===== config.mk =====
export PLATFORM = sky130hd
export DESIGN_NAME = router_ctrl
export DESIGN_NICKNAME = d
export VERILOG_FILES = /design/src/rtl/router_pkg.sv /design/src/rtl/rd_addr_seq.sv /design/src/rtl/router_ctrl.sv
export SDC_FILE = /design/constraint.sdc
export NUM_CORES = 1
export LEC_CHECK = 0
export ABC_AREA = 1
export CORE_UTILIZATION = 54
export CTS_CLUSTER_SIZE = 16
export DETAILED_ROUTE_END_ITERATION = 12
export GPL_TIMING_DRIVEN = 0
export PLACE_DENSITY = 0.83
export SLEW_MARGIN = 20
export SYNTH_ARGS = -nofsm -noshare
export SYNTH_HDL_FRONTEND = slang
export SYNTH_SLANG_ARGS = --single-unit

===== constraint.sdc =====
create_clock -name i_clk -period 3.4 [get_ports i_clk]
set_input_delay 0.68 -clock i_clk [delete_from_list [all_inputs] [get_ports i_clk]]
set_output_delay 0.68 -clock i_clk [all_outputs]
set_load 0.05 [all_outputs]

===== src/rtl/router_pkg.sv =====
// Shared state encoding and default sizing for the row-router job controller.
package router_pkg;

    localparam int unsigned DEF_ROUTER_COUNT = 4;
    localparam int unsigned DEF_ADDR_WIDTH   = 8;

    typedef enum logic [2:0] {
        IDLE,
        CLEAR,
        ADDR_GEN,
        AG_WAIT,
        FETCH,
        FETCH_WAIT,
        DRAIN,
        DONE
    } state_e;

endpackage


===== src/rtl/rd_addr_seq.sv =====
// SRAM read address sequencer: walks base..base+count-1 (modulo 2^ADDR_WIDTH) one word
// per issue and re-times strobe/address by one cycle to line up with returned data.
module rd_addr_seq
    import router_pkg::*;
#(
    parameter int unsigned ADDR_WIDTH = DEF_ADDR_WIDTH
) (
    input  logic                  clk_i,
    input  logic                  rst_i,
    input  logic                  load_i,
    input  logic [ADDR_WIDTH-1:0] base_i,
    input  logic [ADDR_WIDTH:0]   count_i,
    input  logic                  issue_i,
    output logic                  left_zero_o,
    output logic                  rd_en_o,
    output logic [ADDR_WIDTH-1:0] addr_o,
    output logic                  data_valid_o,
    output logic [ADDR_WIDTH-1:0] data_addr_o
);

    logic [ADDR_WIDTH-1:0] next_addr_q, next_addr_d;
    logic [ADDR_WIDTH:0]   left_q, left_d;
    logic                  rd_en_q, data_valid_q;
    logic [ADDR_WIDTH-1:0] addr_q, data_addr_q;
    logic                  issue;

    assign issue = issue_i && (left_q != '0);

    // NOTE: every variable gets its default before any branch so no path can infer a latch.
    always_comb begin
        next_addr_d = next_addr_q;
        left_d      = left_q;
        if (load_i) begin
            next_addr_d = base_i;
            left_d      = count_i;
        end else if (issue) begin
            next_addr_d = next_addr_q + ADDR_WIDTH'(1);
            left_d      = left_q - (ADDR_WIDTH + 1)'(1);
        end
    end

    // NOTE: state is updated with non-blocking assignments so all flops sample together.
    always_ff @(posedge clk_i) begin
        if (rst_i) begin
            next_addr_q  <= '0;
            left_q       <= '0;
            rd_en_q      <= 1'b0;
            addr_q       <= '0;
            data_valid_q <= 1'b0;
            data_addr_q  <= '0;
        end else begin
            next_addr_q  <= next_addr_d;
            left_q       <= left_d;
            rd_en_q      <= issue;
            addr_q       <= issue ? next_addr_q : '0;
            data_valid_q <= rd_en_q;
            data_addr_q  <= addr_q;
        end
    end

    assign left_zero_o  = (left_q == '0);
    assign rd_en_o      = rd_en_q;
    assign addr_o       = addr_q;
    assign data_valid_o = data_valid_q;
    assign data_addr_o  = data_addr_q;

endmodule


===== src/rtl/router_ctrl.sv =====
// Row-router job controller: clears the routers, steps the address generator over every
// row, streams the tile out of SRAM, then drains the row MISOs before reporting done.
module router_ctrl
    import router_pkg::*;
#(
    parameter int unsigned ROUTER_COUNT = DEF_ROUTER_COUNT,
    parameter int unsigned ADDR_WIDTH   = DEF_ADDR_WIDTH
) (
    input  logic                    i_clk,
    input  logic                    i_rst,
    input  logic                    i_start,
    input  logic                    i_abort,
    input  logic [ADDR_WIDTH-1:0]   i_sram_base,
    input  logic [ADDR_WIDTH:0]     i_sram_count,
    input  logic                    i_addr_empty,
    input  logic                    i_data_empty,
    output logic                    o_reg_clear,
    output logic                    o_ag_en,
    output logic                    o_ac_en,
    output logic                    o_miso_pop_en,
    output logic [ROUTER_COUNT-1:0] o_ag_valid_row,
    output logic                    o_row_valid,
    output logic                    o_sram_rd_en,
    output logic [ADDR_WIDTH-1:0]   o_sram_addr,
    output logic [ADDR_WIDTH-1:0]   o_data_addr,
    output logic                    o_data_valid,
    output logic                    o_busy,
    output logic                    o_done,
    output logic                    o_error
);

    localparam int unsigned      CNT_W   = (ROUTER_COUNT > 1) ? $clog2(ROUTER_COUNT) : 1;
    localparam logic [CNT_W-1:0] CNT_MAX = CNT_W'(ROUTER_COUNT - 1);

    state_e                  state_q, state_d;
    logic [CNT_W-1:0]        cnt_q, cnt_d;
    logic                    abort_q, abort_d;
    logic                    error_q, error_d;
    logic                    reg_clear_q, ag_en_q, ac_en_q, pop_q, busy_q, done_q;
    logic                    row_valid_q, row_live;
    logic [ROUTER_COUNT-1:0] row_q;
    logic                    load, issue, left_zero;

    always_comb begin
        state_d = state_q;
        abort_d = abort_q;
        error_d = error_q;
        load    = 1'b0;
        unique case (state_q)
            IDLE: begin
                if (i_start) begin
                    state_d = CLEAR;
                    abort_d = 1'b0;
                    error_d = 1'b0;
                    load    = 1'b1;
                end
            end
            CLEAR:      state_d = abort_q ? IDLE : ADDR_GEN;
            ADDR_GEN:   if (cnt_q == CNT_MAX) state_d = AG_WAIT;
            AG_WAIT:    state_d = FETCH;
            FETCH:      if (left_zero || i_addr_empty) state_d = FETCH_WAIT;
            FETCH_WAIT: begin
                state_d = DRAIN;
                if (!i_addr_empty) error_d = 1'b1;
            end
            DRAIN:      if ((cnt_q == CNT_MAX) && i_data_empty) state_d = DONE;
            DONE:       state_d = IDLE;
            default:    state_d = IDLE;
        endcase

        // Abort wins over every other transition; the CLEAR it enters then falls back to IDLE.
        if (i_abort && (state_q != IDLE)) begin
            state_d = CLEAR;
            abort_d = 1'b1;
            error_d = error_q;
        end

        // One counter serves as row index in ADDR_GEN and as minimum-drain timer in DRAIN.
        cnt_d = cnt_q;
        if (state_d != state_q) begin
            cnt_d = '0;
        end else if (((state_q == ADDR_GEN) || (state_q == DRAIN)) && (cnt_q != CNT_MAX)) begin
            cnt_d = cnt_q + CNT_W'(1);
        end

        issue    = (state_d == FETCH);
        row_live = ag_en_q && ((state_d == ADDR_GEN) || (state_d == AG_WAIT));
    end

    always_ff @(posedge i_clk) begin
        if (i_rst) begin
            state_q     <= IDLE;
            cnt_q       <= '0;
            abort_q     <= 1'b0;
            error_q     <= 1'b0;
            reg_clear_q <= 1'b0;
            ag_en_q     <= 1'b0;
            ac_en_q     <= 1'b0;
            pop_q       <= 1'b0;
            row_valid_q <= 1'b0;
            row_q       <= '0;
            busy_q      <= 1'b0;
            done_q      <= 1'b0;
        end else begin
            state_q     <= state_d;
            cnt_q       <= cnt_d;
            abort_q     <= abort_d;
            error_q     <= error_d;
            reg_clear_q <= (state_d == CLEAR);
            ag_en_q     <= (state_d == ADDR_GEN);
            ac_en_q     <= (state_d == FETCH) || (state_d == FETCH_WAIT);
            pop_q       <= (state_d == DRAIN);
            row_valid_q <= row_live;
            row_q       <= row_live ? (ROUTER_COUNT'(1) << cnt_q) : '0;
            busy_q      <= (state_d != IDLE);
            done_q      <= (state_d == DONE);
        end
    end

    rd_addr_seq #(
        .ADDR_WIDTH (ADDR_WIDTH)
    ) u_rd_addr_seq (
        .clk_i        (i_clk),
        .rst_i        (i_rst),
        .load_i       (load),
        .base_i       (i_sram_base),
        .count_i      (i_sram_count),
        .issue_i      (issue),
        .left_zero_o  (left_zero),
        .rd_en_o      (o_sram_rd_en),
        .addr_o       (o_sram_addr),
        .data_valid_o (o_data_valid),
        .data_addr_o  (o_data_addr)
    );

    assign o_reg_clear    = reg_clear_q;
    assign o_ag_en        = ag_en_q;
    assign o_ac_en        = ac_en_q;
    assign o_miso_pop_en  = pop_q;
    assign o_ag_valid_row = row_q;
    assign o_row_valid    = row_valid_q;
    assign o_busy         = busy_q;
    assign o_done         = done_q;
    assign o_error        = error_q;

endmodule

==> flow_summary.toml, run 1 <==
[run_status]
status = "finished, final reports clean"

[sta]
max_freq_mhz = 465
slew_headroom_pct = 66.5
setup_tns_ns = 0
hold_viol = 0
worst_slew_pin_slew_ns = 0.501
skew_ns = 0.00691
setup_slack_ns = 1.25
rsz0062_at_grt = "false"
period_share_pct = 63.3
setup_violations = 0
holdWs_ns = 0.428
slew_violations = 0
finalCriticalPeriod_ns = 2.15

[logic_synthesis]
synthAdderAreaFrac_pct = 2.03
ys_warn_count = 0
synth_area_sq_mm = 0.00246
synth_top_family_by_area = "simple AND/OR/NAND/NOR gates"
synth_mux_area_share_pct = 0
synth_cells = 342
ys_types = 29
syn_nets = 369
avgSynthCellArea_sq_um = 7.20
synth_compound_area_share_pct = 8.94
synth-xor-area-share_pct = 2.49
ys_ff_latch = 53
ys_seq_area_share_pct = 43.1
yosys.area_share.simple_pct = 32.9

[pwr]
peakVddDrop_mv = 0.327
pwr_density_cell_mw_per_mm2 = 549
leakagePower_nw = 1.40
p_total_mw = 1.72

[clock_tree]
path_clk_slew_ns = 0.11
cts_max_path_buffers = 2
cts_hold_buf = 0
cts_root_buf = "clkbuf_8"
insertion_delay_ns = 0.32
ctsHtreeMaxLevel = 2
post_cts_buffers = 0
cts_made_buffers = 5
cts_tree = "yes"
clkSinkCount = 53
cts_resized = 0

[global_route]
grt_use_total_pct = 23.9
antenna_found_initial = 0
grt_remaining_overflow = 0
grt_max_degree = 20
grt_pass1_wl_microns = 9400
grt.met1_usage_pct = 29.1
grtUsageMet2_pct = 42.1
grt.met3_usage_pct = 5.52
busiest_layer = "met2"
grt_pass1_vias = 2172

[finish]
area_growth_pct = 27.3
fin_util_pct = 72.0
drive_gt1_share_pct = 9.98
stdcell_count = 453
postLayoutCellArea_sq_mm = 0.00314
final_common_cell = "nand2_1"
layout_common_cells = "80 x nand2_1, 53 x dfxtp_1, 51 x nor2_1, 51 x clkdlybuf4s50_1, 38 x inv_1"
fin_nets = 427
diodes = 0

[worst_setup_path]
crit_family = "buffers and inverters"
slowest_stage = "clkdlybuf4s50_1"
path_class = "flop to output pin"
crit_buf_inv = 1
slowest_delay_ns = 0.80
rr_startpoint = "u_rd_addr_seq.left_q[0]"
path_max_fanout = 2
regToRegSetupSlack_ns = 1.60
required_ns = 2.72
worst_setup_path_end_kind = "output pin"
worstPathCellList = "clkdlybuf4s50_1"
crit_path_start_kind = "flop"
reg2reg_depth = 14
timing.rr.end = "u_rd_addr_seq.left_q[3]"
critPathArrivalTime_ns = 1.47

[route]
final_antenna_net_count = 0
drt-total-wl_microns = 5160
drc = 0
avgViaCountPerCell = 5.01
post_drt_wl_per_cell_microns = 11.4
drt_iter0_drc = 140
dr.pass1.iters = 4
vias = 2269

[floorplan]
design.core.area_sq_mm = 0.00435
io_pins = 53
die_y_microns = 69.5
start_util_pct = 56.6
placementRows = 24
fp.dieArea_sq_mm = 0.00483
die_w_microns = 69.5

[placement]
io_buffers = 51
dp_cells = 445
hpwl_microns = 3760
placed_cell_area_sq_mm = 0.00304
pre_cts_ws_ns = 1.01
gp_congestion = 0.891

[worst_hold_path]
hold_depth = 2
holdCritStartpoint = "u_rd_addr_seq.addr_o[1]"
hold_class = "flop to flop"
min_to = "u_rd_addr_seq.data_addr_o[1]"

[run]
maxCapViolations = 0
==> power by group <==
part / internal [mW] / total [mW] / leakage (nW) / switching [mW]
Clock: 0.154 / 0.385 / 0.0506 / 0.231
Sequential: 0.683 / 0.722 / 0.432 / 0.0396
Combinational: 0.222 / 0.614 / 0.916 / 0.392
Total: 1.06 / 1.72 / 1.40 / 0.662
==> layer usage <==
layer	share of wire (%)	wire [microns]
met1	44	2290
met2	50	2580
met3	4.5	234
met4	0.99	51
met5	0	0
==> sequential cells by signal, summed over array words and instances, names as in the netlist, 2 cells and up <==
signal                     cells
cnt_q                          2
u_rd_addr_seq.data_addr_o      8
state_q                        3
u_rd_addr_seq.next_addr_q      8
o_ag_valid_row                 4
u_rd_addr_seq.addr_o           8
u_rd_addr_seq.left_q           9
==> synth_stat cells <==
master | count | area share [%]
nand2_1 | 80 | 12
dfxtp_1 | 53 | 43
nor2_1 | 51 | 7.8
inv_1 | 38 | 5.8
a21oi_1 | 20 | 4.1
nand3_1 | 17 | 3.5
nor3_1 | 12 | 2.4
o21ai_0 | 11 | 2.2
nand3_2 | 8 | 3.3
xor2_1 | 6 | 2.1
clkbuf_1 | 5 | 0.76
inv_2 | 5 | 0.76
nor2_2 | 5 | 1.3
buf_6 | 4 | 1.8
ha_1 | 4 | 2.0
buf_2 | 3 | 0.61
nand4_1 | 3 | 0.76
o21ai_1 | 3 | 0.61
a31oi_1 | 2 | 0.51
buf_4 | 2 | 0.61
nand2_2 | 2 | 0.51
a21oi_4 | 1 | 0.66
clkinv_1 | 1 | 0.15
nand4_4 | 1 | 0.86
nor3_2 | 1 | 0.41
o211ai_1 | 1 | 0.30
o22ai_1 | 1 | 0.25
o31ai_1 | 1 | 0.30
xnor2_1 | 1 | 0.36
==> layout make-up <==
| cell class | count | area (sq um) |
|---|---|---|
| multi-input cells | 231 | 1140 |
| fillers | 364 | 1220 |
| repair buffers | 51 | 510 |
| inverters | 44 | 165 |
| well taps | 52 | 65.1 |
| clock buffers | 5 | 68.8 |
| clock inverters | 3 | 28.8 |
| plain buffers | 14 | 93.8 |
| flip-flops and latches | 53 | 1060 |
==> how the worst max path moves through the flow <==
| stage | from | to | slack (ns) | cells past startpoint |
|---|---|---|---|---|
| after CTS | u_rd_addr_seq.addr_o[3] | o_sram_addr[3] | 1.24 | 1 |
| after global placement | i_abort | u_rd_addr_seq.left_q[0] | 1.04 | 11 |
| after global routing | u_rd_addr_seq.addr_o[5] | o_sram_addr[5] | 1.20 | 1 |
| final | u_rd_addr_seq.addr_o[2] | o_sram_addr[2] | 1.25 | 1 |
| after floorplan | i_abort | u_rd_addr_seq.next_addr_q[0] | 1.72 | 9 |
| after detailed placement | i_abort | u_rd_addr_seq.left_q[0] | 1.01 | 11 |
==> cell families after synthesis <==
logic type / Yosys count
buf+inv: 58
fa+ha+maj: 4
compound gates: 40
xor+xnor: 7
simple gates: 180
flops: 53
(Power assumes the default switching activity.)
==> run 2: changes to the inputs <==
--- a/config.mk
+++ b/config.mk
@@ -6,11 +6,11 @@
 export NUM_CORES = 1
 export LEC_CHECK = 0
 export ABC_AREA = 1
-export CORE_UTILIZATION = 54
+export CORE_UTILIZATION = 50
 export CTS_CLUSTER_SIZE = 16
 export DETAILED_ROUTE_END_ITERATION = 12
 export GPL_TIMING_DRIVEN = 0
-export PLACE_DENSITY = 0.83
+export PLACE_DENSITY = 0.78
 export SLEW_MARGIN = 20
 export SYNTH_ARGS = -nofsm -noshare
 export SYNTH_HDL_FRONTEND = slang
==> constraint.sdc (replaced) <==
create_clock -name i_clk -period 2 [get_ports i_clk]
set_input_delay 0.4 -clock i_clk [delete_from_list [all_inputs] [get_ports i_clk]]
set_output_delay 0.4 -clock i_clk [all_outputs]
set_load 0.05 [all_outputs]
==> run 2 against run 1 <==
Against the previous run: sequential power is 70% higher; sequential cell count stayed put; largest cell class unchanged; worst setup slack worse by 1.1 ns; cell count is 3.3% higher; clock power is 71% higher.
==> flow_summary.toml, run 2 (synthesis results as in run 1) <==
[clock_tree]
post_cts_buffers = 0
cts_made_buffers = 5
cts_root_buf = "clkbuf_8"
cts_resized = 0
clkSinkCount = 53
ctsHtreeMaxLevel = 2
cts_hold_buf = 0
path_clk_slew_ns = 0.11
cts_max_path_buffers = 2
insertion_delay_ns = 0.32
cts_tree = "yes"

[global_route]
grt_remaining_overflow = 0
grt_use_total_pct = 22.0
grt_pass1_vias = 2164
grt_max_degree = 20
antenna_found_initial = 0
grt_pass1_wl_microns = 9140

[route]
drt-total-wl_microns = 5240
avgViaCountPerCell = 4.84
drt_iter0_drc = 117
vias = 2266
post_drt_wl_per_cell_microns = 11.2
drc = 0
dr.pass1.iters = 4
final_antenna_net_count = 0

[worst_setup_path]
crit_path_start_kind = "flop"
slowest_delay_ns = 0.81
worst_setup_path_end_kind = "output pin"
rr_startpoint = "u_rd_addr_seq.left_q[0]"
reg2reg_depth = 13
slowest_stage = "clkdlybuf4s50_1"
path_max_fanout = 2
critPathArrivalTime_ns = 1.47
crit_buf_inv = 1
timing.rr.end = "u_rd_addr_seq.left_q[2]"
regToRegSetupSlack_ns = 0.18
crit_family = "buffers and inverters"
worstPathCellList = "clkdlybuf4s50_1"
required_ns = 1.60
path_class = "flop to output pin"

[floorplan]
fp.dieArea_sq_mm = 0.00521
io_pins = 53
die_y_microns = 72.2
design.core.area_sq_mm = 0.00472
start_util_pct = 52.1
placementRows = 25
die_w_microns = 72.2

[placement]
placed_cell_area_sq_mm = 0.00306
io_buffers = 51
hpwl_microns = 3900
gp_congestion = 0.877
dp_cells = 460

[pwr]
pwr_density_cell_mw_per_mm2 = 929
leakagePower_nw = 1.40
peakVddDrop_mv = 0.529

[worst_hold_path]
holdCritStartpoint = "u_rd_addr_seq.addr_o[7]"
hold_depth = 2
min_to = "u_rd_addr_seq.data_addr_o[7]"
hold_class = "flop to flop"

[sta]
finalCriticalPeriod_ns = 1.87
holdWs_ns = 0.422
hold_viol = 0
max_freq_mhz = 533
setup_violations = 0
slew_violations = 0
skew_ns = 0.00953
rsz0062_at_grt = "false"
period_share_pct = 93.7
worst_slew_pin_slew_ns = 0.503
slew_headroom_pct = 66.4
setup_tns_ns = 0

[finish]
diodes = 0
largest_register = "u_rd_addr_seq.left_q"
drive_gt1_share_pct = 9.98
fin_util_pct = 66.8
num-fill-cells = 426
postLayoutCellArea_sq_mm = 0.00315
largest_reg_flops = 9
stdcell_count = 468
layout_common_cells = "80 x nand2_1, 53 x dfxtp_1, 51 x nor2_1, 51 x clkdlybuf4s50_1, 38 x inv_1"
final_common_cell = "nand2_1"
area_growth_pct = 28.1
fin_nets = 427

[run]
maxCapViolations = 0

[run_status]
status = "finished, final reports clean"
## run 2: cell counts in the layout (fill, tap and decap cells not counted)
Identical to the previous run, type by type.
## run 2: stage by stage
stage                     setup WS, ns  power [mW]
after floorplan                  0.442        2.04
after global placement         -0.0867        2.26
after detailed placement       -0.0958        2.29
after CTS                        0.115        2.93
after global routing            0.0219        3.15
final                            0.126        2.93
## run 2: area by class of cell
type	count	area [sq um]	area share (%)
Clock buffer	5	68.8	2.18
Clock inverter	3	28.8	0.912
Multi-Input combinational cell	231	1140	36.2
Sequential cell	53	1060	33.6
Timing Repair Buffer	51	510	16.2
Inverter	44	165	5.24
Buffer	14	93.8	2.98
Tap cell	67	83.8	2.66
## run 2: report_power, final
group | switching [mW] | internal, mW
Clock | 0.396 | 0.263
Combinational | 0.662 | 0.377
Sequential | 0.0700 | 1.16
## run 2: worst max path at each step
stage,depth (start not counted),start,end,slack [ns]
6_report,1,u_rd_addr_seq.addr_o[0],o_sram_addr[0],0.13
5_1_grt,14,u_rd_addr_seq.left_q[0],cnt_q[1],0.02
3_5_place_dp,10,i_abort,u_rd_addr_seq.left_q[2],-0.1
2_1_floorplan,14,u_rd_addr_seq.left_q[0],u_rd_addr_seq.next_addr_q[5],0.44
4_1_cts,1,u_rd_addr_seq.addr_o[0],o_sram_addr[0],0.11
3_3_place_gp,11,i_abort,u_rd_addr_seq.left_q[0],-0.09
## run 2: routing by layer
metal  part of all wire, %  global-route usage (%)  wire length (microns)
met5                     0                       0                      0
met4                   2.3                    9.59                    123
met3                   4.6                    4.17                    243
met2                    48                    37.9                   2500
met1                    45                    26.8                   2360
## run 2: worst min-delay path, cell delays in order (launching register included)
cell and delay, ns:
dfxtp_1 0.32, inv_1 0.04, nor2_1 0.03
